==> src/rtl/fle_cfg_pkg.sv <==
// fle_cfg_pkg: shared types, constants and the serial CRC-8 step for the FLE config loader
package fle_cfg_pkg;
  typedef enum logic [2:0] {ST_IDLE, ST_SHIFT, ST_CHECK, ST_SETUP, ST_PULSE, ST_HOLD, ST_DONE} fle_cfg_state_t;
  localparam logic [7:0] FLE_CFG_CRC_POLY = 8'h07;
  localparam int FLE_CFG_CRC_W = 8;
  localparam int FLE_CFG_NUM_CFG_BITS = 70;
  localparam int FLE_CFG_SETTLE_CYCLES = 2;
  localparam int FLE_CFG_WL_PULSE_CYCLES = 4;
  function automatic logic [7:0] crc8_step(input logic [7:0] c, input logic b);
    return {c[6:0], 1'b0} ^ ((c[7] ^ b) ? FLE_CFG_CRC_POLY : 8'h00);
  endfunction
endpackage

==> src/rtl/fle_cfg_crc8.sv <==
// fle_cfg_crc8: bit-serial CRC-8 (poly 0x07, init 0x00) over accepted data bits
// Ports: prog_clk/prog_reset (async, active-high); clear restarts the CRC (and may
// coincide with bit_valid, which then folds bit_in into a fresh CRC); crc is the running value.
module fle_cfg_crc8
  import fle_cfg_pkg::*;
(
  input  logic                     prog_clk,
  input  logic                     prog_reset,
  input  logic                     clear,
  input  logic                     bit_valid,
  input  logic                     bit_in,
  output logic [FLE_CFG_CRC_W-1:0] crc
);
  logic [FLE_CFG_CRC_W-1:0] r_crc;
  logic [FLE_CFG_CRC_W-1:0] w_base;
  assign w_base = clear ? '0 : r_crc;
  always_ff @(posedge prog_clk or posedge prog_reset)
    if (prog_reset) r_crc <= '0;
    else r_crc <= bit_valid ? crc8_step(w_base, bit_in) : w_base;
  assign crc = r_crc;
endmodule

==> src/rtl/fle_cfg_bank_loader.sv <==
// fle_cfg_bank_loader: serial config loader driving one FLE bank's bl/wl through setup/pulse/hold
// Ports: prog_clk, prog_reset (async, active-high); cfg_valid/cfg_data/cfg_ready bit-serial input;
// bl/wl bank programming lines; cfg_busy, cfg_done (sticky), cfg_error (sticky, CRC builds only).
// Build option: define FLE_CFG_CRC_EN to expect 8 trailing CRC-8 bits per frame and add a CHECK cycle.
module fle_cfg_bank_loader
  import fle_cfg_pkg::*;
#(
  parameter int NUM_CFG_BITS    = FLE_CFG_NUM_CFG_BITS,
  parameter int SETTLE_CYCLES   = FLE_CFG_SETTLE_CYCLES,
  parameter int WL_PULSE_CYCLES = FLE_CFG_WL_PULSE_CYCLES
)(
  input  logic                    prog_clk,
  input  logic                    prog_reset,
  input  logic                    cfg_valid,
  input  logic                    cfg_data,
  output logic                    cfg_ready,
  output logic [0:NUM_CFG_BITS-1] bl,
  output logic [0:NUM_CFG_BITS-1] wl,
  output logic                    cfg_busy,
  output logic                    cfg_done,
  output logic                    cfg_error
);
  localparam int CW = $clog2(NUM_CFG_BITS + FLE_CFG_CRC_W);
`ifdef FLE_CFG_CRC_EN
  localparam int FRAME_LEN = NUM_CFG_BITS + FLE_CFG_CRC_W;
`else
  localparam int FRAME_LEN = NUM_CFG_BITS;
`endif
  localparam logic [CW-1:0] LAST = CW'(FRAME_LEN - 1);
  localparam logic [CW-1:0] DLEN = CW'(NUM_CFG_BITS);
  localparam logic [15:0] S_END = 16'(SETTLE_CYCLES - 1);
  localparam logic [15:0] P_END = 16'(WL_PULSE_CYCLES - 1);
  fle_cfg_state_t r_state;
  logic [CW-1:0] r_cnt;
  logic [CW-1:0] w_cnt;
  logic [15:0] r_tmr;
  logic [0:NUM_CFG_BITS-1] r_shadow;
  logic [0:NUM_CFG_BITS-1] w_shadow;
  logic [0:NUM_CFG_BITS-1] r_bl;
  logic [0:NUM_CFG_BITS-1] r_wl;
  logic r_busy;
  logic r_done;
  logic r_err;
  logic w_idle;
  logic w_acc;
  logic w_data;
  logic w_last;
  assign w_idle = (r_state == ST_IDLE) || (r_state == ST_DONE);
  // ready is gated by reset so it reads 0 throughout reset and 1 right after release
  assign cfg_ready = ~prog_reset & (w_idle | (r_state == ST_SHIFT));
  assign w_acc = cfg_valid & cfg_ready;
  assign w_cnt = w_idle ? '0 : r_cnt;
  assign w_data = w_cnt < DLEN;
  assign w_last = w_cnt == LAST;
  always_comb begin
    w_shadow = r_shadow;
    if (w_acc && w_data) w_shadow[w_cnt] = cfg_data;
  end
`ifdef FLE_CFG_CRC_EN
  logic [FLE_CFG_CRC_W-1:0] w_crc;
  logic [FLE_CFG_CRC_W-1:0] r_rx;
  fle_cfg_crc8 u_crc (
    .prog_clk  (prog_clk),
    .prog_reset(prog_reset),
    .clear     (w_acc & w_idle),
    .bit_valid (w_acc & w_data),
    .bit_in    (cfg_data),
    .crc       (w_crc)
  );
  // received CRC arrives MSB first
  always_ff @(posedge prog_clk or posedge prog_reset)
    if (prog_reset) r_rx <= '0;
    else if (w_acc && !w_data) r_rx <= {r_rx[FLE_CFG_CRC_W-2:0], cfg_data};
`endif
  always_ff @(posedge prog_clk or posedge prog_reset)
    if (prog_reset) begin
      r_state  <= ST_IDLE;
      r_cnt    <= '0;
      r_tmr    <= '0;
      r_shadow <= '0;
      r_bl     <= '0;
      r_wl     <= '0;
      r_busy   <= 1'b0;
      r_done   <= 1'b0;
      r_err    <= 1'b0;
    end else begin
      r_shadow <= w_shadow;
      if (w_acc) begin
        r_cnt  <= w_cnt + 1'b1;
        r_busy <= 1'b1;
        if (w_idle) begin
          r_done <= 1'b0;
          r_err  <= 1'b0;
        end
        if (!w_last) r_state <= ST_SHIFT;
        else begin
`ifdef FLE_CFG_CRC_EN
          r_state <= ST_CHECK;
`else
          r_state <= ST_SETUP;
          r_bl    <= w_shadow;
          r_tmr   <= '0;
`endif
        end
      end else
        case (r_state)
`ifdef FLE_CFG_CRC_EN
          ST_CHECK:
            if (r_rx == w_crc) begin
              r_state <= ST_SETUP;
              r_bl    <= r_shadow;
              r_tmr   <= '0;
            end else begin
              r_state <= ST_IDLE;
              r_err   <= 1'b1;
              r_busy  <= 1'b0;
            end
`endif
          ST_SETUP:
            if (r_tmr == S_END) begin
              r_state <= ST_PULSE;
              r_wl    <= '1;
              r_tmr   <= '0;
            end else r_tmr <= r_tmr + 16'd1;
          ST_PULSE:
            if (r_tmr == P_END) begin
              r_state <= ST_HOLD;
              r_wl    <= '0;
              r_tmr   <= '0;
            end else r_tmr <= r_tmr + 16'd1;
          ST_HOLD:
            if (r_tmr == S_END) begin
              r_state <= ST_DONE;
              r_busy  <= 1'b0;
              r_done  <= 1'b1;
            end else r_tmr <= r_tmr + 16'd1;
          default: ;
        endcase
    end
  assign bl        = r_bl;
  assign wl        = r_wl;
  assign cfg_busy  = r_busy;
  assign cfg_done  = r_done;
  assign cfg_error = r_err;
endmodule

==> config.mk <==
export PLATFORM = sky130hd
export DESIGN_NAME = fle_cfg_bank_loader
export DESIGN_NICKNAME = d
export VERILOG_FILES = /design/src/rtl/fle_cfg_pkg.sv /design/src/rtl/fle_cfg_crc8.sv /design/src/rtl/fle_cfg_bank_loader.sv
export SDC_FILE = /design/constraint.sdc
export NUM_CORES = 1
export LEC_CHECK = 0
export CORE_MARGIN = 1
export CORE_UTILIZATION = 35
export CTS_CLUSTER_SIZE = 30
export DETAILED_ROUTE_END_ITERATION = 8
export MAX_ROUTING_LAYER = met4
export PLACE_DENSITY_LB_ADDON = 0.15
export SYNTH_ARGS = -nofsm -noshare
export SYNTH_HDL_FRONTEND = slang
export SYNTH_HIERARCHICAL = 1
export SYNTH_SLANG_ARGS = --single-unit
export TNS_END_PERCENT = 50
==> constraint.sdc <==
create_clock -name prog_clk -period 6.08 [get_ports prog_clk]
set_input_delay 0.608 -clock prog_clk [delete_from_list [all_inputs] [get_ports prog_clk]]
set_output_delay 0.608 -clock prog_clk [all_outputs]
set_load 0.005 [all_outputs]
==> flow_metrics.py, run 1 <==
metrics = {
    "synthesis": {
        "synth_fp_nets": 836,
        "yosys_warnings": 6,
        "synth_area_per_cell_um2": 9.83,
        "synthMuxAreaShare_pct": 7.47,
        "synth_cells": 828,
        "synth_flop_cell": "dfrtp_1",
        "synth_adder_area_share_pct": 0.615,
        "ys_ff_latch": 169,
        "async_flop_share_pct": 100,
        "seq_area_frac_synth_pct": 52.0,
        "synth-simple-area-share_pct": 19.3,
        "synthXorXnorAreaFrac_pct": 0.215,
        "synth_edf_count": 0,
        "synth_top_family_by_area": "simple AND/OR/NAND/NOR gates",
        "synth_compound_area_share_pct": 9.84,
        "syn-cell-area_um2": 8140,
        "synth_cell_types": 66,
    },
    "worst_setup_path": {
        "critical_path.max_fanout": 19,
        "max_stage_delay_ns": 0.70,
        "crit_chain": "inv_1, nand2_1, and2_1, ha_1, and3b_1, o2111ai_1, a2bb2oi_2, nor2b_2, mux2_2",
        "path_class": "flop to flop",
        "start_kind": "flop",
        "end_kind": "flop",
        "cp_data_required_time_ns": 6.44,
        "cp.arrival_ns": 3.91,
        "cpMaxStageDelayCell": "dfrtp_1",
    },
    "clock_network": {
        "hold_buffers": 0,
        "clockBufferDepth": 2,
        "post_cts_buffers": 0,
        "cts_buffers": 17,
        "cts_tree": "built",
        "clkLatencyLatePin_ns": 0.43,
        "htreeDepth": 4,
        "ctsResizeCount": 0,
        "cts_root_buf": "clkbuf_16",
        "clkTransAtPathRegs_ns": 0.07,
        "cts.sinks": 169,
    },
    "floorplanning": {
        "die_y_um": 155,
        "die_w_um": 155,
        "dieArea_um2": 23900,
        "start_util_pct": 35.8,
        "io_pins": 148,
        "std_cell_rows": 55,
        "core-area_um2": 22700,
    },
    "timing": {
        "finalSetupViolCount": 0,
        "clock.fmax_ghz": 0.281,
        "slew_violations": 0,
        "worst_slack_ns": 2.53,
        "hold_violations": 0,
        "period_needed_ns": 3.55,
        "rsz0062_at_grt": "no",
        "relSlewSlack_pct": 28.0,
        "tightest_slew_ns": 1.08,
        "fin_skew_ns": 0.0105,
        "tns_ns": 0,
        "whs_ns": 0.463,
        "min_period_over_period_pct": 58.4,
    },
    "routing": {
        "ant_nets": 0,
        "vias": 5766,
        "via_per_inst": 4.89,
        "drtPass1Iterations": 4,
        "routed_wl_um": 19200,
        "drc": 0,
        "routedWlPerCell_um": 16.3,
        "drt_iter0_markers": 297,
    },
    "job": {
        "max_cap_violations": 0,
    },
    "finish": {
        "layout-drive-gt1-share_pct": 10.1,
        "stdcell_area_um2": 9820,
        "nFillCells": 2242,
        "fin_nets": 889,
        "multi_input_area_um2": 3070,
        "syn_to_final_growth_pct": 20.7,
        "final_common_cell": "nand2_1",
        "diodes": 0,
        "layout_common_cells": "nand2_1, dfrtp_1, clkdlybuf4s50_1, o21ai_0, nor2_1",
        "seq_area_um2": 4230,
    },
    "grt": {
        "grt_pass1_wl_um": 31600,
        "grt_pass1_vias": 5682,
        "track_usage_pct": 17.4,
        "antenna_found_initial": 0,
        "grt_max_degree": 73,
        "grt_overflow_total": 0,
    },
    "power": {
        "peakVddDrop_v": 0.000169,
        "p_leak_nw": 4.44,
        "p_per_area_nw_per_um2": 276,
    },
    "place": {
        "dp_slack_ns": 2.52,
        "place_congestion": 0.793,
        "port_buffers": 146,
        "dp_hpwl_um": 12600,
        "postPlaceCellArea_um2": 9190,
    },
    "status": {
        "status": "completed",
    },
    "min_path": {
        "hold_path.class": "flop to flop",
    },
}
==> cell usage after synthesis (3+ instances only) <==
| cell type | count | share of area, % |
|---|---|---|
| nand2_1 | 193 | 8.9 |
| dfrtp_1 | 169 | 52 |
| buf_4 | 74 | 6.8 |
| o21ai_0 | 66 | 4.1 |
| nor2_1 | 52 | 2.4 |
| o21ai_1 | 25 | 1.5 |
| mux2_1 | 22 | 3.0 |
| mux2_2 | 20 | 2.8 |
| clkbuf_1 | 19 | 0.88 |
| a22o_1 | 13 | 1.4 |
| buf_2 | 12 | 0.74 |
| inv_1 | 12 | 0.55 |
| nand4_1 | 12 | 0.92 |
| a21oi_1 | 11 | 0.68 |
| nor3_1 | 11 | 0.68 |
| mux2_4 | 9 | 1.7 |
| nand3_1 | 9 | 0.55 |
| nor2b_1 | 9 | 0.69 |
| nand2_2 | 7 | 0.54 |
| nor4_1 | 7 | 0.54 |
| and3_1 | 5 | 0.38 |
| buf_6 | 5 | 0.69 |
| and2_1 | 4 | 0.31 |
| ha_1 | 4 | 0.61 |
| a21o_1 | 3 | 0.28 |
| or2_1 | 3 | 0.23 |
| or4_1 | 3 | 0.28 |
==> layout make-up <==
type                            count  share of cell area (%)
Inverter                           12                   0.510
Sequential cell                   169                    43.1
Clock buffer                       18                    4.47
Clock inverter                     14                    1.92
Tap cell                          285                    3.63
Multi-Input combinational cell    531                    31.2
Timing Repair Buffer              150                    15.2
==> through the flow <==
| step | util (%) | total power, mW | std cells |
|---|---|---|---|
| final | 43.3 | 2.71 | 1179 |
| after global routing | 43.3 | 2.84 | 1179 |
| after CTS | 43.3 | 2.74 | 1179 |
| after detailed placement | 40.5 | 1.58 | 1147 |
| after global placement | 40.5 | 1.58 | 1147 |
| after floorplan | - | 1.52 | 828 |
==> worst paths after layout <==
check                                            start                    to  slack, ns  cells past startpoint
worst max register to register  r_state[0]$_DFFE_PP0P_  r_tmr[0]$_DFFE_PP0P_       2.53                      9
max in group asynchronous                   prog_reset     bl[2]$_DFFE_PP0P_       4.10                      3
worst min-delay path                bl[35]$_DFFE_PP0P_    bl[35]$_DFFE_PP0P_       0.46                      2
worst min register to register      bl[35]$_DFFE_PP0P_    bl[35]$_DFFE_PP0P_       0.46                      2
min in group asynchronous                   prog_reset  cfg_busy$_DFFE_PP0P_       0.77                      2
worst max-delay path            r_state[0]$_DFFE_PP0P_  r_tmr[0]$_DFFE_PP0P_       2.53                      9
==> state kept, by name, indices dropped and copies added (netlist names) <==
| register | count |
|---|---|
| r_tmr | 16 |
| bl | 70 |
| wl | 1 |
| cfg_busy | 1 |
| r_cnt | 7 |
| r_shadow | 70 |
| r_state | 3 |
| cfg_done | 1 |
==> worst max-delay path: cells and delay by family, from the launching register on <==
family	cells	cell delay (ns)
compound gates	2	0.73
simple gates	4	1.22
mux	1	0.27
fa+ha+maj	1	0.25
buf+inv	1	0.30
flops	1	0.70
==> cells by family (layout without fill, tap and decap cells) <==
group | count (synthesis) | after routing
buf+inv | 128 | 194
fa+ha+maj | 4 | 4
simple gates | 339 | 339
other cells | 1 | 1
compound gates | 134 | 134
xor+xnor | 2 | 2
mux | 51 | 51
flops | 169 | 169
==> where the power goes <==
part           internal (mW)  switching, mW  total (mW)
clock network          0.668          0.484        1.15
registers               1.19         0.0657        1.25
logic                  0.110          0.201       0.311
==> routing by layer <==
metal | wire [µm] | vias to the layer above | track usage (%)
li1 | - | 2833 | -
met3 | 794 | 12 | 4.03
met5 | 0 | - | -
met1 | 9270 | 2813 | 23.4
met4 | 156 | 0 | 3.77
met2 | 9010 | 108 | 26.6
Note: power is estimated with default switching activity, not from simulation.
==> inputs of run 2 (changes only) <==
Clock period 6.08 ns to 3.65 ns, I/O delays scaled along.
==> flow_metrics.py, run 2 (synthesis gave the netlist of run 1 again) <==
metrics = {
    "status": {
        "status": "completed",
    },
    "timing": {
        "relSlewSlack_pct": 33.9,
        "clock.fmax_ghz": 0.343,
        "min_period_over_period_pct": 80.0,
        "finalSetupViolCount": 0,
        "slew_violations": 0,
        "tightest_slew_ns": 0.991,
        "tns_ns": 0,
        "hold_violations": 0,
        "period_needed_ns": 2.92,
        "fin_skew_ns": 0.00981,
        "rsz0062_at_grt": "no",
    },
    "floorplanning": {
        "start_util_pct": 35.8,
        "io_pins": 148,
        "die_w_um": 155,
        "dieArea_um2": 23900,
        "std_cell_rows": 55,
        "die_y_um": 155,
        "core-area_um2": 22700,
    },
    "clock_network": {
        "clockBufferDepth": 2,
        "cts_buffers": 17,
        "post_cts_buffers": 0,
        "hold_buffers": 0,
        "htreeDepth": 4,
        "cts_root_buf": "clkbuf_16",
        "ctsResizeCount": 0,
        "clkLatencyLatePin_ns": 0.43,
        "cts.sinks": 169,
        "clkTransAtPathRegs_ns": 0.07,
        "cts_tree": "built",
    },
    "power": {
        "p_per_area_nw_per_um2": 461,
        "p_leak_nw": 4.50,
        "peakVddDrop_v": 0.000298,
    },
    "routing": {
        "drtPass1Iterations": 5,
        "drt_iter0_markers": 217,
        "drc": 0,
        "vias": 5814,
        "via_per_inst": 4.90,
        "routed_wl_um": 19200,
        "routedWlPerCell_um": 16.2,
        "ant_nets": 0,
    },
    "worst_setup_path": {
        "crit_chain": "xnor2_1, nand2_1, nand2_1, ha_1, and3b_1, o2111ai_1, a2bb2oi_2, nor2b_2, buf_4, a22o_1",
        "cp_data_required_time_ns": 4.01,
        "cp.arrival_ns": 3.28,
        "reg2reg_slack_ns": 0.73,
        "cpMaxStageDelayCell": "dfrtp_1",
        "critical_path.most_common_cell": "nand2_1",
        "max_stage_delay_ns": 0.52,
        "path_buf_inv": 1,
        "path_class": "flop to flop",
        "end_kind": "flop",
        "cp_top_family": "simple AND/OR/NAND/NOR gates",
        "critical_path.max_fanout": 12,
        "start_kind": "flop",
    },
    "grt": {
        "grt_max_degree": 97,
        "track_usage_pct": 17.3,
        "grt_pass1_vias": 5733,
        "grt_pass1_wl_um": 31500,
        "antenna_found_initial": 0,
        "grt_overflow_total": 0,
    },
    "finish": {
        "layout-drive-gt1-share_pct": 10.8,
        "diodes": 0,
        "fin_util_pct": 43.7,
        "final_common_cell": "nand2_1",
        "layout_common_cells": "nand2_1, dfrtp_1, clkdlybuf4s50_1, o21ai_0, nor2_1",
        "fin_nets": 897,
        "syn_to_final_growth_pct": 22.0,
    },
    "place": {
        "port_buffers": 146,
        "dp_hpwl_um": 12800,
        "place_congestion": 0.771,
    },
    "min_path": {
        "hold_path.class": "primary input to async pin",
    },
    "job": {
        "max_cap_violations": 0,
    },
}
run 2: cell count changes in the layout (fill, tap and decap cells not counted):
cell | before | now
buf_12 | 0 | 3
buf_4 | 4 | 9
bufinv_16 | 3 | 4
clkbuf_1 | 0 | 1
clkbuf_8 | 1 | 0
clkinv_4 | 2 | 3
clkinv_8 | 1 | 0
clkinvlp_4 | 3 | 2
inv_6 | 4 | 2
inv_8 | 1 | 3
run 2: cell type report:
class                           count  area (µm²)
Tap cell                          285         357
Multi-Input combinational cell    531        3070
Timing Repair Buffer              158        1590
Inverter                           12        48.8
Clock buffer                       18         429
Fill cell                        2211       12800
Clock inverter                     14         210
Sequential cell                   169        4230
run 2: path summary, 6_finish.rpt:
path,cells past startpoint,to,startpoint
worst max-delay path,10,r_tmr[12]$_DFFE_PP0P_,r_state[1]$_DFFE_PP0P_
worst min-delay path,2,r_tmr[11]$_DFFE_PP0P_,prog_reset
worst max register to register,10,r_tmr[12]$_DFFE_PP0P_,r_state[1]$_DFFE_PP0P_
worst min register to register,2,bl[43]$_DFFE_PP0P_,bl[43]$_DFFE_PP0P_
max in group asynchronous,3,bl[55]$_DFFE_PP0P_,prog_reset
min in group prog_clk,2,bl[43]$_DFFE_PP0P_,bl[43]$_DFFE_PP0P_
run 2: through the flow:
step / std cells / power [mW] / cell area (µm²) / setup slack (ns) / hold WS [ns]
2_1_floorplan: 828 / 2.53 / 8140 / 1.12 / 0.439
3_3_place_gp: 1155 / 2.64 / 9290 / 0.846 / 0.450
3_5_place_dp: 1155 / 2.65 / 9290 / 0.748 / 0.455
4_1_cts: 1187 / 4.63 / 9930 / 0.713 / 0.414
5_1_grt: 1187 / 4.80 / 9930 / 0.457 / 0.427
6_report: 1187 / 4.58 / 9930 / 0.730 / 0.417
run 2: per-layer routing:
metal  wire (µm)  vias up  track usage (%)
li1            -     2843                -
met1        9640     2871             23.5
met2        8880       84             26.4
met3         478       16             3.03
met4         226        0             4.95
met5           0        -                -
run 2: worst reg2reg max path: stages, from the launching register on:
cell and delay [ns]:
dfrtp_1 0.52, xnor2_1 0.50, nand2_1 0.21, nand2_1 0.13, ha_1 0.25, and3b_1 0.18
o2111ai_1 0.11, a2bb2oi_2 0.19, nor2b_2 0.40, buf_4 0.24, a22o_1 0.13
run 2: power breakdown:
| part | switching (mW) | internal (mW) | total (mW) |
|---|---|---|---|
| Combinational | 0.335 | 0.192 | 0.527 |
| Sequential | 0.109 | 1.97 | 2.08 |
| Clock | 0.801 | 1.17 | 1.97 |
| Total | 1.25 | 3.33 | 4.58 |
==> inputs of run 3 (changes only) <==
Clock period 3.65 ns to 3 ns, I/O delays scaled along.
==> flow_metrics.py, run 3 (synthesis gave the netlist of run 1 again) <==
metrics = {
    "finish": {
        "nFillCells": 2226,
        "syn_to_final_growth_pct": 21.6,
        "layout_common_cells": "nand2_1, dfrtp_1, clkdlybuf4s50_1, o21ai_0, nor2_1",
        "fin_cells": 1189,
        "layout-drive-gt1-share_pct": 10.6,
        "final_common_cell": "nand2_1",
        "multi_input_area_um2": 3070,
        "fin_nets": 902,
        "diodes": 0,
        "seq_area_um2": 4230,
        "fin_util_pct": 43.6,
    },
    "clock_network": {
        "hold_buffers": 0,
        "cts_root_buf": "clkbuf_16",
        "clkTransAtPathRegs_ns": 0.07,
        "post_cts_buffers": 0,
        "clkLatencyLatePin_ns": 0.42,
        "htreeDepth": 4,
        "cts_tree": "built",
        "ctsResizeCount": 0,
        "cts.sinks": 169,
        "clockBufferDepth": 2,
        "cts_buffers": 17,
    },
    "timing": {
        "hold_violations": 0,
        "finalSetupViolCount": 0,
        "clock.fmax_ghz": 0.401,
        "min_period_over_period_pct": 83.1,
        "tns_ns": 0,
        "relSlewSlack_pct": 33.6,
        "period_needed_ns": 2.49,
        "tightest_slew_ns": 0.995,
        "worst_slack_ns": 0.506,
        "whs_ns": 0.302,
        "fin_skew_ns": 0.0101,
        "rsz0062_at_grt": "no",
        "slew_violations": 0,
    },
    "routing": {
        "ant_nets": 0,
        "routedWlPerCell_um": 16.3,
        "drtPass1Iterations": 4,
        "via_per_inst": 4.81,
        "drc": 0,
        "vias": 5715,
        "routed_wl_um": 19400,
        "drt_iter0_markers": 260,
    },
    "grt": {
        "grt_max_degree": 107,
        "grt_overflow_total": 0,
        "grt_pass1_wl_um": 31700,
        "grt_pass1_vias": 5639,
        "track_usage_pct": 17.6,
        "antenna_found_initial": 0,
    },
    "worst_setup_path": {
        "cp_data_required_time_ns": 3.36,
        "cp.arrival_ns": 2.85,
        "end_kind": "flop",
        "start_kind": "flop",
        "crit_chain": "xnor2_1, nand2_1, nand2_1, ha_1, and3b_1, o2111ai_1, a2bb2oi_2, nor2b_2, mux2_2",
        "path_class": "flop to flop",
        "reg2regPathDepth": 9,
        "cpMaxStageDelayCell": "nor2b_2",
        "critical_path.most_common_cell": "nand2_1",
        "max_stage_delay_ns": 0.56,
        "critical_path.max_fanout": 14,
    },
    "floorplanning": {
        "start_util_pct": 35.8,
        "die_w_um": 155,
        "dieArea_um2": 23900,
        "io_pins": 148,
        "die_y_um": 155,
        "core-area_um2": 22700,
        "std_cell_rows": 55,
    },
    "place": {
        "dp_slack_ns": 0.294,
        "dp.cells": 1160,
        "dp_hpwl_um": 12900,
        "port_buffers": 146,
        "place_congestion": 0.804,
    },
    "power": {
        "p_per_area_nw_per_um2": 545,
        "p_leak_nw": 4.49,
        "peakVddDrop_v": 0.000361,
    },
    "min_path": {
        "hold_path.class": "primary input to async pin",
    },
    "job": {
        "max_cap_violations": 0,
    },
    "status": {
        "status": "completed",
    },
}
[run 3: cell count changes in the layout (fill, tap and decap cells not counted), sizes merged]
cell,delta
buf,+5
bufinv,-1
inv,-4
clkinvlp,+1
clkbuf,+4
clkinv,-3
[run 3: area by class of cell]
type | count | share of cell area [%]
Clock buffer | 22 | 4.59
Clock inverter | 7 | 1.20
Inverter | 12 | 0.493
Multi-Input combinational cell | 531 | 31.0
Sequential cell | 169 | 42.7
Tap cell | 285 | 3.60
Timing Repair Buffer | 163 | 16.4
[run 3: power by group]
group          internal [mW]  total, mW  leakage (nW)  switching, mW
registers               2.40       2.51          2.32          0.105
clock network           1.32       2.20         0.273          0.883
logic                  0.246      0.680          1.89          0.434
total                   3.97       5.39          4.49           1.42
[run 3: critical path: cells and delay by family (launching register included)]
family / cells / cell delay [ns]
and+or+nand+nor: 4 / 1.02
DFF: 1 / 0.38
AOI/OAI and AO/OA: 2 / 0.30
muxes: 1 / 0.27
adders and majority gates: 1 / 0.26
xor gates and xnor gates: 1 / 0.20
[run 3: worst paths after layout]
check | from | endpoint | slack (ns)
min reg2reg | bl[64]$_DFFE_PP0P_ | bl[64]$_DFFE_PP0P_ | 0.46
max reg2reg | r_state[1]$_DFFE_PP0P_ | r_tmr[0]$_DFFE_PP0P_ | 0.51
min in group prog_clk | bl[64]$_DFFE_PP0P_ | bl[64]$_DFFE_PP0P_ | 0.46
min | prog_reset | cfg_done$_DFFE_PP0P_ | 0.30
max in group asynchronous | prog_reset | bl[58]$_DFFE_PP0P_ | 1.90
max | r_state[1]$_DFFE_PP0P_ | r_tmr[0]$_DFFE_PP0P_ | 0.51
[run 3: through the flow]
stage / area (µm²) / power [mW]
2_1_floorplan: 8140 / 3.08
3_3_place_gp: 9330 / 3.23
3_5_place_dp: 9330 / 3.24
4_1_cts: 9900 / 5.45
5_1_grt: 9900 / 5.66
6_report: 9900 / 5.39
[run 3: per-layer routing]
| layer | wire length [µm] | track usage, % | part of all wire, % | vias up |
|---|---|---|---|---|
| met1 | 9550 | 24.2 | 49 | 2773 |
| met4 | 95 | 3.72 | 0.49 | 0 |
| met5 | 0 | - | 0 | - |
| li1 | - | - | - | 2852 |
| met3 | 615 | 3.75 | 3.2 | 6 |
| met2 | 9160 | 26.7 | 47 | 84 |
